$ cat config.mk
export PLATFORM = sky130hd
export DESIGN_NAME = collision_score_keeper
export DESIGN_NICKNAME = d
export VERILOG_FILES = /design/src/rtl/score_pkg.sv /design/src/rtl/bcd_digit_counter.sv /design/src/rtl/collision_score_keeper.sv
export SDC_FILE = /design/constraint.sdc
export NUM_CORES = 1
export LEC_CHECK = 0
export BUFFER_PORTS_ARGS = -buffer_cell sky130_fd_sc_hd__buf_2
export CAP_MARGIN = 20
export CORE_AREA = 10 10 84 86
export DETAILED_ROUTE_END_ITERATION = 10
export DIE_AREA = 0 0 94 96
export GPL_ROUTABILITY_DRIVEN = 0
export HOLD_SLACK_MARGIN = 0.08
export PLACE_DENSITY = 0.87
export SLEW_MARGIN = 15
export SYNTH_ARGS = -nofsm -noshare
export SYNTH_HDL_FRONTEND = slang
export SYNTH_HIERARCHICAL = 1
export SYNTH_SLANG_ARGS = --single-unit
$ cat constraint.sdc
create_clock -name clk -period 4.3 [get_ports clk]
set_clock_uncertainty 0.1 [all_clocks]
set_input_delay 0.43 -clock clk [delete_from_list [all_inputs] [get_ports clk]]
set_output_delay 0.43 -clock clk [all_outputs]
set_load 0.01 [all_outputs]
$ cat src/rtl/score_pkg.sv
// Shared types and BCD helpers for the collision score keeper.
package score_pkg;

    typedef enum logic [1:0] {IDLE, PLAY, COOLDOWN, GAME_OVER} game_state_t;

    typedef logic [3:0] bcd_t;
    localparam bcd_t BCD_MAX = 4'd9;

    function automatic bcd_t bcd_step(input bcd_t d, input logic clr, input logic inc);
        if (clr) return '0;
        if (inc) return (d == BCD_MAX) ? '0 : d + 4'd1;
        return d;
    endfunction

    // Blank every zero digit above the ones digit that has no non-zero digit above it.
    function automatic logic [3:0] lead_zero_mask(input logic [15:0] s);
        logic [3:0] m;
        m    = '0;
        m[3] = (s[15:12] == 4'd0);
        m[2] = m[3] && (s[11:8] == 4'd0);
        m[1] = m[2] && (s[7:4] == 4'd0);
        return m;
    endfunction

endpackage

$ cat src/rtl/bcd_digit_counter.sv
// One decimal digit of the score: synchronous clear, increment with wrap 9->0 and carry out.
module bcd_digit_counter
    import score_pkg::*;
(
    input  logic clk,
    input  logic resetN,
    input  logic clr,
    input  logic inc,
    output bcd_t digit,
    output logic carry
);

    bcd_t digit_q;

    always_ff @(posedge clk or negedge resetN) begin
        if (!resetN) digit_q <= '0;
        else         digit_q <= bcd_step(digit_q, clr, inc);
    end

    assign digit = digit_q;
    assign carry = inc && (digit_q == BCD_MAX);

endmodule

$ cat src/rtl/collision_score_keeper.sv
// Frame-synchronous hit/lives/score bookkeeping feeding the HEX displays.
// Optional game-over score blink is enabled by defining SCORE_BLINK_EN.
module collision_score_keeper
    import score_pkg::*;
#(
    parameter int unsigned LIVES            = 3,
    parameter int unsigned FRAMES_PER_POINT = 60,
    parameter int unsigned COOLDOWN_FRAMES  = 90,
    parameter int unsigned BLINK_FRAMES     = 30
)(
    input  logic        clk,
    input  logic        resetN,
    input  logic        collision,
    input  logic        start,
    input  logic [31:0] pxl_x,
    input  logic [31:0] pxl_y,
    output logic [15:0] score_bcd,
    output logic [3:0]  digit_off,
    output logic [1:0]  lives,
    output logic        hit_pulse,
    output logic        game_over
);

    localparam int unsigned PT_W = $clog2(FRAMES_PER_POINT + 1);
    localparam int unsigned CD_W = $clog2(COOLDOWN_FRAMES + 1);
    localparam logic [PT_W-1:0] PT_LAST = PT_W'(FRAMES_PER_POINT - 1);
    localparam logic [CD_W-1:0] CD_LAST = CD_W'(COOLDOWN_FRAMES - 1);

    game_state_t     state_q;
    logic            sof_q, start_q, hit_seen_q;
    logic [PT_W-1:0] pt_cnt_q;
    logic [CD_W-1:0] cd_cnt_q;
    logic [1:0]      lives_q;
    logic            hit_pulse_q, game_over_q;
    logic [3:0]      digit_off_q;

    logic        at_origin, sof, start_rise, reload, pt_run, pt_wrap;
    logic        score_max, in_game_d, hit_seen_d, blank_all;
    logic [3:0]  inc;
    logic [2:0]  carry;
    logic        unused_top_carry;
    bcd_t        dig [4];
    logic [15:0] score_d;

    assign at_origin  = (pxl_x == '0) && (pxl_y == '0);
    assign sof        = at_origin && !sof_q;
    assign start_rise = start && !start_q;
    assign reload     = start_rise && (state_q == IDLE || state_q == GAME_OVER);
    assign pt_run     = sof && (state_q == COOLDOWN || (state_q == PLAY && !hit_seen_q));
    assign pt_wrap    = pt_run && (pt_cnt_q == PT_LAST);
    assign score_max  = (score_bcd == 16'h9999);
    assign inc[0]     = pt_wrap && !score_max;
    assign inc[3:1]   = carry;
    // A collision on the sof cycle belongs to the frame that is just starting.
    assign hit_seen_d = collision || (hit_seen_q && !sof);
    assign in_game_d  = (state_q != IDLE) || reload;

    always_ff @(posedge clk or negedge resetN) begin
        if (!resetN) begin
            sof_q      <= 1'b0;
            start_q    <= 1'b0;
            hit_seen_q <= 1'b0;
        end else begin
            sof_q      <= at_origin;
            start_q    <= start;
            hit_seen_q <= hit_seen_d;
        end
    end

    bcd_digit_counter u_ones (.clk(clk), .resetN(resetN), .clr(reload), .inc(inc[0]), .digit(dig[0]), .carry(carry[0]));
    bcd_digit_counter u_tens (.clk(clk), .resetN(resetN), .clr(reload), .inc(inc[1]), .digit(dig[1]), .carry(carry[1]));
    bcd_digit_counter u_hund (.clk(clk), .resetN(resetN), .clr(reload), .inc(inc[2]), .digit(dig[2]), .carry(carry[2]));
    bcd_digit_counter u_thou (.clk(clk), .resetN(resetN), .clr(reload), .inc(inc[3]), .digit(dig[3]), .carry(unused_top_carry));

    assign score_bcd = {dig[3], dig[2], dig[1], dig[0]};
    assign score_d   = {bcd_step(dig[3], reload, inc[3]), bcd_step(dig[2], reload, inc[2]),
                        bcd_step(dig[1], reload, inc[1]), bcd_step(dig[0], reload, inc[0])};

    always_ff @(posedge clk or negedge resetN) begin
        if (!resetN) begin
            state_q     <= IDLE;
            pt_cnt_q    <= '0;
            cd_cnt_q    <= '0;
            lives_q     <= '0;
            hit_pulse_q <= 1'b0;
            game_over_q <= 1'b0;
        end else begin
            hit_pulse_q <= 1'b0;
            if (reload) begin
                state_q     <= PLAY;
                pt_cnt_q    <= '0;
                cd_cnt_q    <= '0;
                lives_q     <= 2'(LIVES);
                game_over_q <= 1'b0;
            end else if (sof) begin
                case (state_q)
                    PLAY: begin
                        if (hit_seen_q) begin
                            hit_pulse_q <= 1'b1;
                            lives_q     <= lives_q - 2'd1;
                            if (lives_q == 2'd1) begin
                                state_q     <= GAME_OVER;
                                game_over_q <= 1'b1;
                            end else begin
                                state_q  <= COOLDOWN;
                                cd_cnt_q <= '0;
                            end
                        end else begin
                            pt_cnt_q <= pt_wrap ? '0 : pt_cnt_q + PT_W'(1);
                        end
                    end
                    COOLDOWN: begin
                        pt_cnt_q <= pt_wrap ? '0 : pt_cnt_q + PT_W'(1);
                        if (cd_cnt_q == CD_LAST) begin
                            cd_cnt_q <= '0;
                            state_q  <= PLAY;
                        end else begin
                            cd_cnt_q <= cd_cnt_q + CD_W'(1);
                        end
                    end
                    default: ;
                endcase
            end
        end
    end

`ifdef SCORE_BLINK_EN
    localparam int unsigned BK_W = $clog2(BLINK_FRAMES + 1);
    localparam logic [BK_W-1:0] BK_LAST = BK_W'(BLINK_FRAMES - 1);

    logic [BK_W-1:0] blk_cnt_q, blk_cnt_d;
    logic            blink_q, blink_d;

    always_comb begin
        blk_cnt_d = blk_cnt_q;
        blink_d   = blink_q;
        if (state_q != GAME_OVER || reload) begin
            blk_cnt_d = '0;
            blink_d   = 1'b0;
        end else if (sof) begin
            if (blk_cnt_q == BK_LAST) begin
                blk_cnt_d = '0;
                blink_d   = !blink_q;
            end else begin
                blk_cnt_d = blk_cnt_q + BK_W'(1);
            end
        end
    end

    always_ff @(posedge clk or negedge resetN) begin
        if (!resetN) begin
            blk_cnt_q <= '0;
            blink_q   <= 1'b0;
        end else begin
            blk_cnt_q <= blk_cnt_d;
            blink_q   <= blink_d;
        end
    end

    assign blank_all = blink_d;
`else
    logic unused_blink_cfg;
    assign unused_blink_cfg = ^BLINK_FRAMES;
    assign blank_all        = 1'b0;
`endif

    // Mask is derived from the next score so it lands in the same cycle as score_bcd.
    always_ff @(posedge clk or negedge resetN) begin
        if (!resetN)        digit_off_q <= '0;
        else if (blank_all) digit_off_q <= '1;
        else if (in_game_d) digit_off_q <= lead_zero_mask(score_d);
        else                digit_off_q <= '0;
    end

    assign digit_off = digit_off_q;
    assign lives     = lives_q;
    assign hit_pulse = hit_pulse_q;
    assign game_over = game_over_q;

endmodule
==> flow_metrics.env <==
export IMPL_timing_worst_setup_path_type="register to register"
export IMPL_die_y_um=96
export IMPL_first_pass_grt_wire_length_mm=12.4
export IMPL_totalNegativeSetupSlack_ns=0
export IMPL_hold_ws_ns=0.146
export IMPL_post_route_cells_drive_above_1_share=0.289
export IMPL_fill_cells=454
export IMPL_wirelength_mm=7.33
export IMPL_ctsHoldBuffers=0
export IMPL_grt_busiest_layer="met2"
export IMPL_max_freq_ghz=0.277
export IMPL_globalRouteTotalUtil=0.168
export IMPL_drv_max_cap_violation_count=0
export IMPL_regToRegSetupSlack_ns=0.69
export IMPL_cpLargestDelayFamily="simple AND/OR/NAND/NOR gates"
export IMPL_io_pin_count=92
export IMPL_crit_buf_inv=4
export IMPL_dr_pass1_iters=4
export IMPL_detail_route_antenna_nets=0
export IMPL_synth_cell_area_um2=2590
export IMPL_worst_skew_pair_late_latency_ns=0.30
export IMPL_detailed_place_area_um2=3130
export IMPL_critical_path_required_ns=4.42
export IMPL_io_buffers=90
export IMPL_crit_reg2reg_launch="pt_cnt_q[0]$_DFFE_PN0P_"
export IMPL_grt_antenna_before_repair=0
export IMPL_power_per_cell_area_nw_per_um2=235
export IMPL_finalMaxSlewViolations=0
export IMPL_grt_remaining_overflow=0
export IMPL_grt_met1_usage=0.191
export IMPL_dieArea_um2=9020
export IMPL_hold_wc_startpoint="start"
export IMPL_synth_net_count=375
export IMPL_status="completed"
export IMPL_numnets_final=471
export IMPL_route_vias_total=2595
export IMPL_first_global_vias=2600
export IMPL_core_um2=5410
export IMPL_cts_max_path_buffers=2
export IMPL_period_share=0.839
export IMPL_relSlewSlack=0.382
export IMPL_cts_buffers=5
export IMPL_max_stage_delay_ns=0.46
export IMPL_syn_inst=291
export IMPL_cts_tree="done"
export IMPL_drcViolationCount=0
export IMPL_dp_cells=452
export IMPL_floorplan_rows=27
export IMPL_cp_start_kind="register"
export IMPL_syn2layout_area_growth_pct=25.3
export IMPL_report_final_setup_viol=0
export IMPL_postLayoutSetupSlackWorst_ns=0.692
export IMPL_crit_path_end_kind="register"
export IMPL_mostFrequentLayoutCell="sky130_fd_sc_hd__buf_2"
export IMPL_path_max_fanout=8
export IMPL_die_width_um=94
export IMPL_grt_max_degree=42
export IMPL_root_buffer="sky130_fd_sc_hd__clkbuf_8"
export IMPL_path_clk_slew_ns=0.08
export IMPL_postSynthAreaPerCell_um2=8.90
export IMPL_tightest_slew_ns=0.913
export IMPL_layoutNonFillerInstCount=460
export IMPL_start_util=0.479
export IMPL_cp_startpoint="pt_cnt_q[0]$_DFFE_PN0P_"
export IMPL_fin_crit_ns=3.61
export IMPL_viasPerCell=5.64
export IMPL_timing_hold_violations_final=0
export IMPL_n_antenna_cell=0
export IMPL_critical_path_slowest_cell="sky130_fd_sc_hd__nor3_1"
export IMPL_post_route_standard_cell_area_excluding_fillers_um2=3240
export IMPL_vdd_ir_drop_max_mv=0.129
export IMPL_worst_endpoint_arrival_ns=3.73
export IMPL_power_leakage_nw=1.53
export IMPL_grtUsageMet2=0.296
export IMPL_worstPathCellList="ha_1 > nand2_1 > nor3_1 > o221ai_1 > nor2_1 > inv_1 > nor2_1 > inv_1 > nor2_1 > inv_1 > nor2_1 > nand3_1 > o21ai_0 > inv_1 > a211o_1 > o21ai_0"
export IMPL_tritoncts_num_sinks=41
export IMPL_gr_usage_met3=0.0451
export IMPL_synth_yosys_warnings=6
export IMPL_layout_common_cells="90 x sky130_fd_sc_hd__buf_2, 41 x sky130_fd_sc_hd__dfrtp_1, 37 x sky130_fd_sc_hd__nand2_1, 21 x sky130_fd_sc_hd__o21ai_0"
export IMPL_post_cts_resize_count=0
export IMPL_htree_num_levels=2
export IMPL_grt_setup_unrepaired="false"
export IMPL_pre_cts_ws_ns=0.490
export IMPL_first_iter_violations=138
export IMPL_hp_class="primary input to register"
export IMPL_hpwlAfterDp_mm=5.61
export IMPL_routedWlPerCell_um=15.9
export IMPL_cts_setup_buffers=0
metal layers:
layer / share of wire / vias up
met5: 0 / -
met4: 0.020 / 0
met3: 0.073 / 15
met2: 0.49 / 92
met1: 0.42 / 1229
li1: - / 1259
final timing paths:
check / to / depth (start not counted)
min in group asynchronous: cd_cnt_q[0]$_DFFE_PN0P_ / 1
max in group asynchronous: u_thou/digit[0]$_DFFE_PN0P_ / 1
worst min-delay path: start_q$_DFF_PN0_ / 1
worst max-delay path: digit_off[1]$_DFF_PN0_ / 16
worst max register to register: digit_off[1]$_DFF_PN0_ / 16
worst min register to register: cd_cnt_q[6]$_DFFE_PN0P_ / 1
report_power, final:
part	internal, W	total (W)	leakage [nW]	switching (W)
logic	0.0000264	0.0000480	0.933	0.0000216
registers	0.000388	0.000389	0.535	0.00000160
clock network	0.000189	0.000326	0.0585	0.000137
state kept, by name, indices dropped and copies added (netlist names), 2 cells and up:
register,flops
u_tens/digit,4
cd_cnt_q,7
u_hund/digit,4
state_q,2
u_ones/digit,4
u_thou/digit,4
pt_cnt_q,6
digit_off,3
lives,2
worst reg2reg max path: stages, from the launching register on:
cell and delay (ns):
sky130_fd_sc_hd__dfrtp_1 0.41, sky130_fd_sc_hd__ha_1 0.23, sky130_fd_sc_hd__nand2_1 0.08, sky130_fd_sc_hd__nor3_1 0.46, sky130_fd_sc_hd__o221ai_1 0.23, sky130_fd_sc_hd__nor2_1 0.31, sky130_fd_sc_hd__inv_1 0.12, sky130_fd_sc_hd__nor2_1 0.15
sky130_fd_sc_hd__inv_1 0.08, sky130_fd_sc_hd__nor2_1 0.15, sky130_fd_sc_hd__inv_1 0.08, sky130_fd_sc_hd__nor2_1 0.36, sky130_fd_sc_hd__nand3_1 0.12, sky130_fd_sc_hd__o21ai_0 0.16, sky130_fd_sc_hd__inv_1 0.07, sky130_fd_sc_hd__a211o_1 0.24
sky130_fd_sc_hd__o21ai_0 0.17
metrics by stage:
stage | util | total power, W
finish | 0.600 | 0.000764
CTS | 0.600 | 0.000770
detailed placement | 0.579 | 0.000446
floorplan | - | 0.000406
global placement | 0.579 | 0.000444
global route | 0.600 | 0.000795
area by class of cell:
| type | count | area [um^2] | area share |
|---|---|---|---|
| Inverter | 19 | 71.3 | 0.0220 |
| Tap cell | 72 | 90.1 | 0.0278 |
| Clock buffer | 7 | 86.3 | 0.0266 |
| Clock inverter | 1 | 30.0 | 0.00926 |
| Timing Repair Buffer | 92 | 465 | 0.143 |
| Sequential cell | 41 | 1030 | 0.316 |
| Multi-Input combinational cell | 228 | 1480 | 0.455 |
(Power assumes the default switching activity.)
